$ cat config.mk
export PLATFORM = sky130hd
export DESIGN_NAME = mem_port_arbiter
export DESIGN_NICKNAME = d
export VERILOG_FILES = /design/src/rtl/mem_arb_pkg.sv /design/src/rtl/mem_arb_pick.sv /design/src/rtl/mem_port_arbiter.sv
export SDC_FILE = /design/constraint.sdc
export NUM_CORES = 1
export LEC_CHECK = 0
export ABC_AREA = 1
export CAP_MARGIN = 10
export CORE_MARGIN = 2
export CORE_UTILIZATION = 38
export CTS_CLUSTER_DIAMETER = 40
export DETAILED_ROUTE_END_ITERATION = 6
export PLACE_DENSITY = 0.84
export SLEW_MARGIN = 10
export SYNTH_ARGS = -nofsm -noshare
export SYNTH_HDL_FRONTEND = slang
export SYNTH_SLANG_ARGS = --single-unit
$ cat constraint.sdc
create_clock -name clk -period 1.1 [get_ports clk]
set_input_delay 0.22 -clock clk [delete_from_list [all_inputs] [get_ports clk]]
set_output_delay 0.22 -clock clk [all_outputs]
set_load 0.02 [all_outputs]
$ cat src/rtl/mem_arb_pkg.sv
// Shared types and default sizing for the memory port arbiter.
package mem_arb_pkg;

   localparam int unsigned DEF_ADDR_W   = 16;
   localparam int unsigned DEF_DATA_W   = 32;
   localparam int unsigned DEF_READ_LAT = 3;

   typedef enum logic {IDLE, READ} state_e;
   typedef enum logic {OWN_CORE, OWN_HOST} owner_e;

endpackage

$ cat src/rtl/mem_arb_pick.sv
// Combinational winner select between core and host requests.
// MEM_ARB_HOST_PRIO_EN selects fixed host priority; otherwise round-robin on last.
module mem_arb_pick
   import mem_arb_pkg::*;
(
   input  logic   core_req,
   input  logic   host_req,
   input  owner_e last,
   output owner_e winner,
   output logic   valid
);

`ifdef MEM_ARB_HOST_PRIO_EN
   logic unused_last;
   assign unused_last = last;

   always_comb begin
      valid  = core_req | host_req;
      winner = host_req ? OWN_HOST : OWN_CORE;
   end
`else
   always_comb begin
      valid  = core_req | host_req;
      winner = OWN_CORE;
      if (core_req && host_req) begin
         // On a conflict, the requester not served last time wins.
         winner = (last == OWN_HOST) ? OWN_CORE : OWN_HOST;
      end else if (host_req) begin
         winner = OWN_HOST;
      end
   end
`endif

endmodule

$ cat src/rtl/mem_port_arbiter.sv
// Shares a single-ported memory between core and host, hiding the fixed read latency
// behind req/gnt/rvalid. Arbitration mode is chosen by MEM_ARB_HOST_PRIO_EN in mem_arb_pick.
module mem_port_arbiter
   import mem_arb_pkg::*;
#(
   parameter int unsigned ADDR_W   = DEF_ADDR_W,
   parameter int unsigned DATA_W   = DEF_DATA_W,
   parameter int unsigned READ_LAT = DEF_READ_LAT  // legal range 1..15
) (
   input  logic              clk,
   input  logic              rst_n,
   input  logic              core_req,
   input  logic              core_we,
   input  logic [ADDR_W-1:0] core_addr,
   input  logic [DATA_W-1:0] core_wdata,
   output logic              core_gnt,
   output logic              core_rvalid,
   output logic [DATA_W-1:0] core_rdata,
   input  logic              host_req,
   input  logic              host_we,
   input  logic [ADDR_W-1:0] host_addr,
   input  logic [DATA_W-1:0] host_wdata,
   output logic              host_gnt,
   output logic              host_rvalid,
   output logic [DATA_W-1:0] host_rdata,
   output logic              busy,
   output logic              mem_en,
   output logic              mem_ren,
   output logic              mem_wen,
   output logic [ADDR_W-1:0] mem_addr,
   output logic [DATA_W-1:0] mem_din,
   input  logic [DATA_W-1:0] mem_dout
);

   localparam logic [3:0] LAT_CNT = 4'(READ_LAT);

   state_e            state_q, state_d;
   logic [3:0]        cnt_q, cnt_d;
   owner_e            owner_q, owner_d;
   owner_e            last_q, last_d;
   logic              en_q, en_d, ren_q, ren_d, wen_q, wen_d;
   logic [ADDR_W-1:0] addr_q, addr_d;
   logic [DATA_W-1:0] din_q, din_d;
   logic              core_gnt_q, core_gnt_d, host_gnt_q, host_gnt_d;
   logic              core_rvalid_q, core_rvalid_d, host_rvalid_q, host_rvalid_d;
   logic [DATA_W-1:0] core_rdata_q, core_rdata_d, host_rdata_q, host_rdata_d;

   owner_e            winner;
   logic              pick_valid;
   logic              sel_we;
   logic [ADDR_W-1:0] sel_addr;
   logic [DATA_W-1:0] sel_wdata;

   mem_arb_pick u_pick (
      .core_req (core_req),
      .host_req (host_req),
      .last     (last_q),
      .winner   (winner),
      .valid    (pick_valid)
   );

   assign sel_we    = (winner == OWN_HOST) ? host_we    : core_we;
   assign sel_addr  = (winner == OWN_HOST) ? host_addr  : core_addr;
   assign sel_wdata = (winner == OWN_HOST) ? host_wdata : core_wdata;

   always_comb begin
      state_d       = state_q;
      cnt_d         = cnt_q;
      owner_d       = owner_q;
      last_d        = last_q;
      en_d          = 1'b0;
      ren_d         = 1'b0;
      wen_d         = 1'b0;
      addr_d        = addr_q;
      din_d         = din_q;
      core_gnt_d    = 1'b0;
      host_gnt_d    = 1'b0;
      core_rvalid_d = 1'b0;
      host_rvalid_d = 1'b0;
      core_rdata_d  = core_rdata_q;
      host_rdata_d  = host_rdata_q;

      case (state_q)
         IDLE: begin
            if (pick_valid) begin
               en_d   = 1'b1;
               wen_d  = sel_we;
               ren_d  = ~sel_we;
               addr_d = sel_addr;
               din_d  = sel_wdata;
               last_d = winner;
               if (winner == OWN_HOST) host_gnt_d = 1'b1;
               else                    core_gnt_d = 1'b1;
               // Writes complete in one cycle, so only reads leave IDLE.
               if (!sel_we) begin
                  state_d = READ;
                  cnt_d   = 4'd1;
                  owner_d = winner;
               end
            end
         end
         READ: begin
            cnt_d = cnt_q + 4'd1;
            if (cnt_q == LAT_CNT) begin
               state_d = IDLE;
               cnt_d   = 4'd0;
               if (owner_q == OWN_HOST) begin
                  host_rdata_d  = mem_dout;
                  host_rvalid_d = 1'b1;
               end else begin
                  core_rdata_d  = mem_dout;
                  core_rvalid_d = 1'b1;
               end
            end
         end
         default: state_d = IDLE;
      endcase
   end

   always_ff @(posedge clk) begin
      if (!rst_n) begin
         state_q       <= IDLE;
         cnt_q         <= 4'd0;
         owner_q       <= OWN_CORE;
         last_q        <= OWN_HOST;
         en_q          <= 1'b0;
         ren_q         <= 1'b0;
         wen_q         <= 1'b0;
         addr_q        <= '0;
         din_q         <= '0;
         core_gnt_q    <= 1'b0;
         host_gnt_q    <= 1'b0;
         core_rvalid_q <= 1'b0;
         host_rvalid_q <= 1'b0;
         core_rdata_q  <= '0;
         host_rdata_q  <= '0;
      end else begin
         state_q       <= state_d;
         cnt_q         <= cnt_d;
         owner_q       <= owner_d;
         last_q        <= last_d;
         en_q          <= en_d;
         ren_q         <= ren_d;
         wen_q         <= wen_d;
         addr_q        <= addr_d;
         din_q         <= din_d;
         core_gnt_q    <= core_gnt_d;
         host_gnt_q    <= host_gnt_d;
         core_rvalid_q <= core_rvalid_d;
         host_rvalid_q <= host_rvalid_d;
         core_rdata_q  <= core_rdata_d;
         host_rdata_q  <= host_rdata_d;
      end
   end

   assign busy        = (state_q == READ);
   assign mem_en      = en_q;
   assign mem_ren     = ren_q;
   assign mem_wen     = wen_q;
   assign mem_addr    = addr_q;
   assign mem_din     = din_q;
   assign core_gnt    = core_gnt_q;
   assign host_gnt    = host_gnt_q;
   assign core_rvalid = core_rvalid_q;
   assign host_rvalid = host_rvalid_q;
   assign core_rdata  = core_rdata_q;
   assign host_rdata  = host_rdata_q;

endmodule

# After elaboration in Yosys (flattened, before gate mapping)
# Index checks and enable logic that the tools add are counted.
[classes]
add_sub_neg = 1
n_reduce_logical = 9
mux = 19
n_bitwise = 6
n_eq_ne = 3
[ops]
columns = ["cell", "count"]
rows = [
  ["32-bit two-way mux", 1],
  ["16-bit two-way mux", 1],
  ["1-bit two-way mux", 12],
  ["4-bit two-way mux", 3],
  ["3-bit AND reduction", 4],
  ["4-bit one-hot mux with 2 select lines", 1],
  ["1-bit NOT", 5],
  ["4-bit by 1-bit adder with 4-bit output (second input constant)", 1],
  ["4-bit by 2-bit equality test with 1-bit output (second input constant)", 1],
  ["2-bit inequality test (second input constant)", 2],
  ["2-bit AND reduction", 2],
  ["3-bit OR reduction", 1],
  ["1-bit one-hot mux with 2 select lines", 1],
  ["2-bit OR reduction", 1],
  ["1-bit logical AND", 1],
  ["1-bit bitwise OR", 1],
]
[totals]
out_inout_bits = 120
input_bits = 134
elab_cells = 53
regBits = 126

# Depth between registers and ports, before layout
[depth]
word_depth = 6
depth_mapped = 8
mapped_depth_nobuf = 7

# Hierarchy
# Synthesis repeated with hierarchy kept, for this count alone.
[hier_totals]
hier_cells = 752
area_unflattened_um2 = 5301.3
[by_module_without_submodules]
columns = ["mod", "seq_area_each_um2", "cells_each", "area_per_inst_um2", "instances"]
rows = [
  ["mem_port_arbiter", 2522.4, 749, 5286.3, 1],
  ["mem_arb_pick", 0.0, 3, 15.0, 1],
]

# Worst setup path after synthesis
# No wires, ideal clock.
[synth_timing]
path_kind = "flip-flop to flip-flop"
from = "reg state_q, in the netlist busy"
to = "reg host_rdata_q[12], in the netlist host_rdata[12]"
slack_ns = -0.203
synth_period_minus_slack_ns = 1.303
path_stages_with_launch = 7
arrival_time_ns = 1.191
required_ns = 0.987
setup_ns = 0.113
n_path_buf = 3
path_cell_list = "dfxtp_1 -> buf_4 -> nand4_1 -> buf_4 -> buf_2 -> nor2_1 -> nor2_1"
[synth_between]
elab_chain_len = 1
[synth_rtl]
columns = ["item", "line_no", "rtl"]
rows = [
  ["start: declaration", "mem_port_arbiter.sv:37", "state_e state_q, state_d;"],
  ["start signal: assignment", "mem_port_arbiter.sv:138", "state_q <= state_d;"],
  ["3-bit AND reduction (no line)", "--", ""],
  ["end signal: assignment", "mem_port_arbiter.sv:152", "host_rdata_q <= host_rdata_d;"],
  ["end: declaration", "mem_port_arbiter.sv:46", "logic [DATA_W-1:0] core_rdata_q, core_rdata_d, host_rdata_q, host_rdata_d;"],
]
# Every way passes these cells.
# A chain may end at the register's enable or synchronous reset.

# Worst setup path in the final report
[layout_timing]
from = "reg state_q, in the netlist busy"
to = "reg din_q[8], in the netlist mem_din[8]"
[layout_between]
elab_chain_len = 2
[layout_rtl]
columns = ["item", "line_no", "rtl"]
rows = [
  ["1-bit NOT (no line)", "--", ""],
  ["2-bit AND reduction (no line)", "--", ""],
  ["end signal: assignment", "mem_port_arbiter.sv:146", "din_q <= din_d;"],
  ["end: declaration", "mem_port_arbiter.sv:43", "logic [DATA_W-1:0] din_q, din_d;"],
]
# Every way passes these cells.

==> results.py <==
metrics = {
    "outcome": {
        "status": "finished, violations left",
        "violations": "setup timing",
    },
    "sta": {
        "clock_skew_ns": 0.008259,
        "final_hold_viol_count": 0,
        "fin_ws_ns": -0.3947,
        "whs_ns": 0.2745,
        "rsz0062_at_grt": "true",
        "fmax_mhz": 669.0,
        "slew_viol_final": 0,
        "setup_viol": 140,
        "maxSlewHeadroom_pct": 65.53,
        "worst_pin_slew_ns": 0.5117,
        "post-route-period-util_pct": 135.9,
        "min_period_ns": 1.495,
    },
    "die": {
        "die-area_um2": 15980,
        "io_pins": 254,
        "die_h_um": 126.4,
        "die_x_um": 126.4,
        "core_um2": 14590,
        "num_rows": 44,
        "initial_core_util_pct": 39.02,
    },
    "critical_path": {
        "cpMaxStageDelayCell": "dfxtp_4",
        "r2r-end": "mem_din[8]",
        "max_stage_delay_ns": 0.43,
        "start_kind": "flip-flop",
        "cp.required_ns": 1.38,
        "crit_fanout": 8,
        "worst-r2r-setup-slack_ns": -0.39,
        "cp_cell_sequence": "nor2_4, clkbuf_16, buf_6, o21ai_0, nor2_1",
        "cp_top_family": "flip-flops",
        "reg2reg_depth": 5,
        "cp_num_buf_inv": 2,
        "worstSetupEndpointType": "flip-flop",
        "arrival_ns": 1.77,
        "timing.rr.start": "busy",
        "critical_path_class": "flip-flop to flip-flop",
    },
    "min_path": {
        "hp-class": "input port to flip-flop",
        "hold_path.startpoint": "rst_n",
        "hold_end": "mem_addr[9]",
        "whs_path_depth": 4,
    },
    "placed_design": {
        "place_area_um2": 8522,
        "placedCellCount": 1318,
        "io_buffer_count": 253,
        "gp_congestion": 0.8223,
        "dpl.hpwl_mm": 11.97,
    },
    "cells_and_area": {
        "instances_no_fill": 1409,
        "layout-drive-gt1-share_pct": 43.92,
        "design_area_um2": 11230,
        "syn_to_final_growth_pct": 97.21,
        "nets": 1348,
        "antenna_cells": 0,
    },
    "global_route": {
        "grt_pass1_vias": 5978,
        "overflow": 0,
        "grt_pass1_wl_mm": 28.33,
        "antenna_found_initial": 0,
        "gr-usage-all-layers_pct": 21.97,
        "grt_max_degree": 40,
    },
    "detailed_routing": {
        "wire_per_inst_um": 18.10,
        "route.detailed.drc": 0,
        "antenna_left": 0,
        "drt-initial-drc-count": 586,
        "wl_mm": 25.50,
        "vias": 7155,
        "drt-pass1-iter-count": 7,
        "vias_per_cell": 5.078,
    },
    "clock_network": {
        "htreeDepth": 4,
        "cts_root_buf": "clkbuf_16",
        "clock-sinks": 126,
        "clk_latency_ns": 0.41,
        "clk_pin_slew_ns": 0.06,
        "cts-buffers-inserted": 17,
        "cts_tree": "done",
        "cts_buffer_depth": 2,
    },
    "yosys": {
        "ys_seq_elements": 126,
        "synth.largest_area_cell": "dfxtp_1",
        "synth.distinct_cells": 23,
        "syn_nets": 1026,
        "syn-instance-count": 891,
        "ys_seq_area_share_pct": 44.31,
        "synth_warnings": 0,
        "syn_avg_cell_area_um2": 6.389,
        "synthesis.area_um2": 5693,
        "ys_top_cells_by_area": "dfxtp_1 44%, nor2_1 18%, nand2_1 16%",
        "synth.top_cell.area_share_pct": 44.31,
    },
    "pwr": {
        "p_comb_share_pct": 26.7,
        "power.total_mw": 14.53,
        "power.leakage_nw": 5.504,
        "peakVddDrop_mv": 1.013,
        "netSwitchingPower_mw": 4.194,
        "powerDensity_nw_per_um2": 1294,
        "clockPowerShare_pct": 37.9,
        "p_seq_share_pct": 35.5,
        "p_int_mw": 10.34,
        "p_sw_share_pct": 28.86,
    },
    "flow_run": {
        "drv_cap": 0,
    },
}
-- per-layer routing --
layer	share of wire (%)	up-vias	wire length, um	track usage (%)
met4	6.3	0	1618	8.920
li1	-	3256	-	-
met3	8.2	138	2089	7.465
met1	34	3288	8658	23.93
met2	52	473	13140	39.01
met5	0	-	0	0
-- registers in the layout, indices dropped and copies added, names as in the netlist --
name	flops
mem_en	1
host_rvalid	1
mem_din	32
busy	1
host_rdata	32
core_rvalid	1
core_rdata	32
cnt_q	4
core_gnt	1
mem_wen	1
host_gnt	1
last_q	1
mem_addr	16
owner_q	1
mem_ren	1
-- cell type report --
cell class	count	area (um2)
flip-flops and latches	126	2678
repair buffers	348	4105
well taps	184	230.2
multi-input cells	595	3143
clock buffers	24	481.7
repair inverters	2	27.53
fillers	810	3362
inverters	123	474.2
clock inverters	7	87.58
-- worst max-delay path by stage --
stage / start / endpoint / slack [ns] / depth (start not counted)
2_1_floorplan: busy / mem_din[16] / -0.05 / 7
3_3_place_gp: host_req / mem_addr[14] / -0.51 / 7
3_5_place_dp: host_req / mem_din[26] / -0.55 / 7
4_1_cts: cnt_q[0] / core_rdata[15] / -0.16 / 8
5_1_grt: busy / mem_din[8] / -0.46 / 5
6_report: busy / mem_din[8] / -0.39 / 5
-- cells by family after synthesis --
group           Yosys count  share of synthesized area, %
simple gates            540                         36.48
fa+ha+maj                 1                        0.2197
flops                   126                         44.31
compound gates           53                         4.791
buf+inv                 170                         14.04
xor+xnor                  1                        0.1539
-- layout by cell type, fill, tap and decap left out, types with 2 or more instances in the layout --
master,netlist,layout
nand3_1,6,2
nand2_1,244,148
clkinv_2,0,4
clkinv_8,0,2
nand2_2,3,50
nand4_1,2,2
buf_6,17,131
dfxtp_2,0,118
dfxtp_1,126,6
dlymetal6s2s_1,0,2
nand2_4,0,48
clkdlybuf4s50_1,0,130
buf_8,0,8
clkbuf_8,0,3
inv_1,122,121
nand3_2,0,3
o21ai_0,49,41
o21ai_2,0,2
nor2_2,1,47
o21ai_1,0,6
clkbuf_1,11,4
nor2_4,1,16
buf_4,4,40
buf_12,0,12
nor2_1,280,219
buf_16,0,7
bufinv_16,0,2
o21bai_1,2,2
clkbuf_16,0,35
dfxtp_4,0,2
-- per-stage QoR --
stage / TNS, ns / util [%] / worst slack, ns
5_1_grt: -27.11 / 76.96 / -0.4557
4_1_cts: -10.47 / 66.24 / -0.1605
2_1_floorplan: -4.127 / - / -0.04857
6_report: -18.82 / 76.96 / -0.3947
3_3_place_gp: -37.03 / 58.41 / -0.5097
3_5_place_dp: -41.12 / 58.41 / -0.5501
-- cell usage after synthesis --
cell      instances
o21bai_1          2
buf_4             4
a21oi_1           1
o211ai_1          1
nor3_1            1
nand3_1           6
xor2_1            1
buf_6            17
clkbuf_1         11
ha_1              1
o21ai_0          49
nand2_1         244
nor2_4            1
or2_2             1
nor2_2            1
nor2_8            1
nor2_1          280
inv_2             1
nand2_2           3
nand4_1           2
inv_1           122
dfxtp_1         126
buf_2            15
-- worst register-to-register path, cell delays in order, from the launching register on --
cell and delay, ns:
dfxtp_4 0.43, nor2_4 0.08, clkbuf_16 0.18, buf_6 0.14
o21ai_0 0.42, nor2_1 0.10
-- repair_timing --
| item | in CTS | in global routing |
|---|---|---|
| setup endpoints to repair | 234 | 235 |
| pin swaps | 6 | 82 |
| endpoints found under the hold margin | 0 | 0 |
| buffers inserted | 7 | 24 |
| gates cloned | 5 | 28 |
| gates resized for setup | 818 | 259 |
| hold buffers | 0 | 0 |
-- power by group through the flow --
stage                     Sequential [mW]  Combinational (mW)  Clock [mW]
after floorplan                      5.39               0.989           0
after global placement               5.10                2.57           0
after detailed placement             5.11                2.60           0
after CTS                            5.11                2.70        5.53
after global routing                 5.17                4.04        5.77
final                                5.15                3.88        5.50
Note: power is estimated with default switching activity, not from simulation.
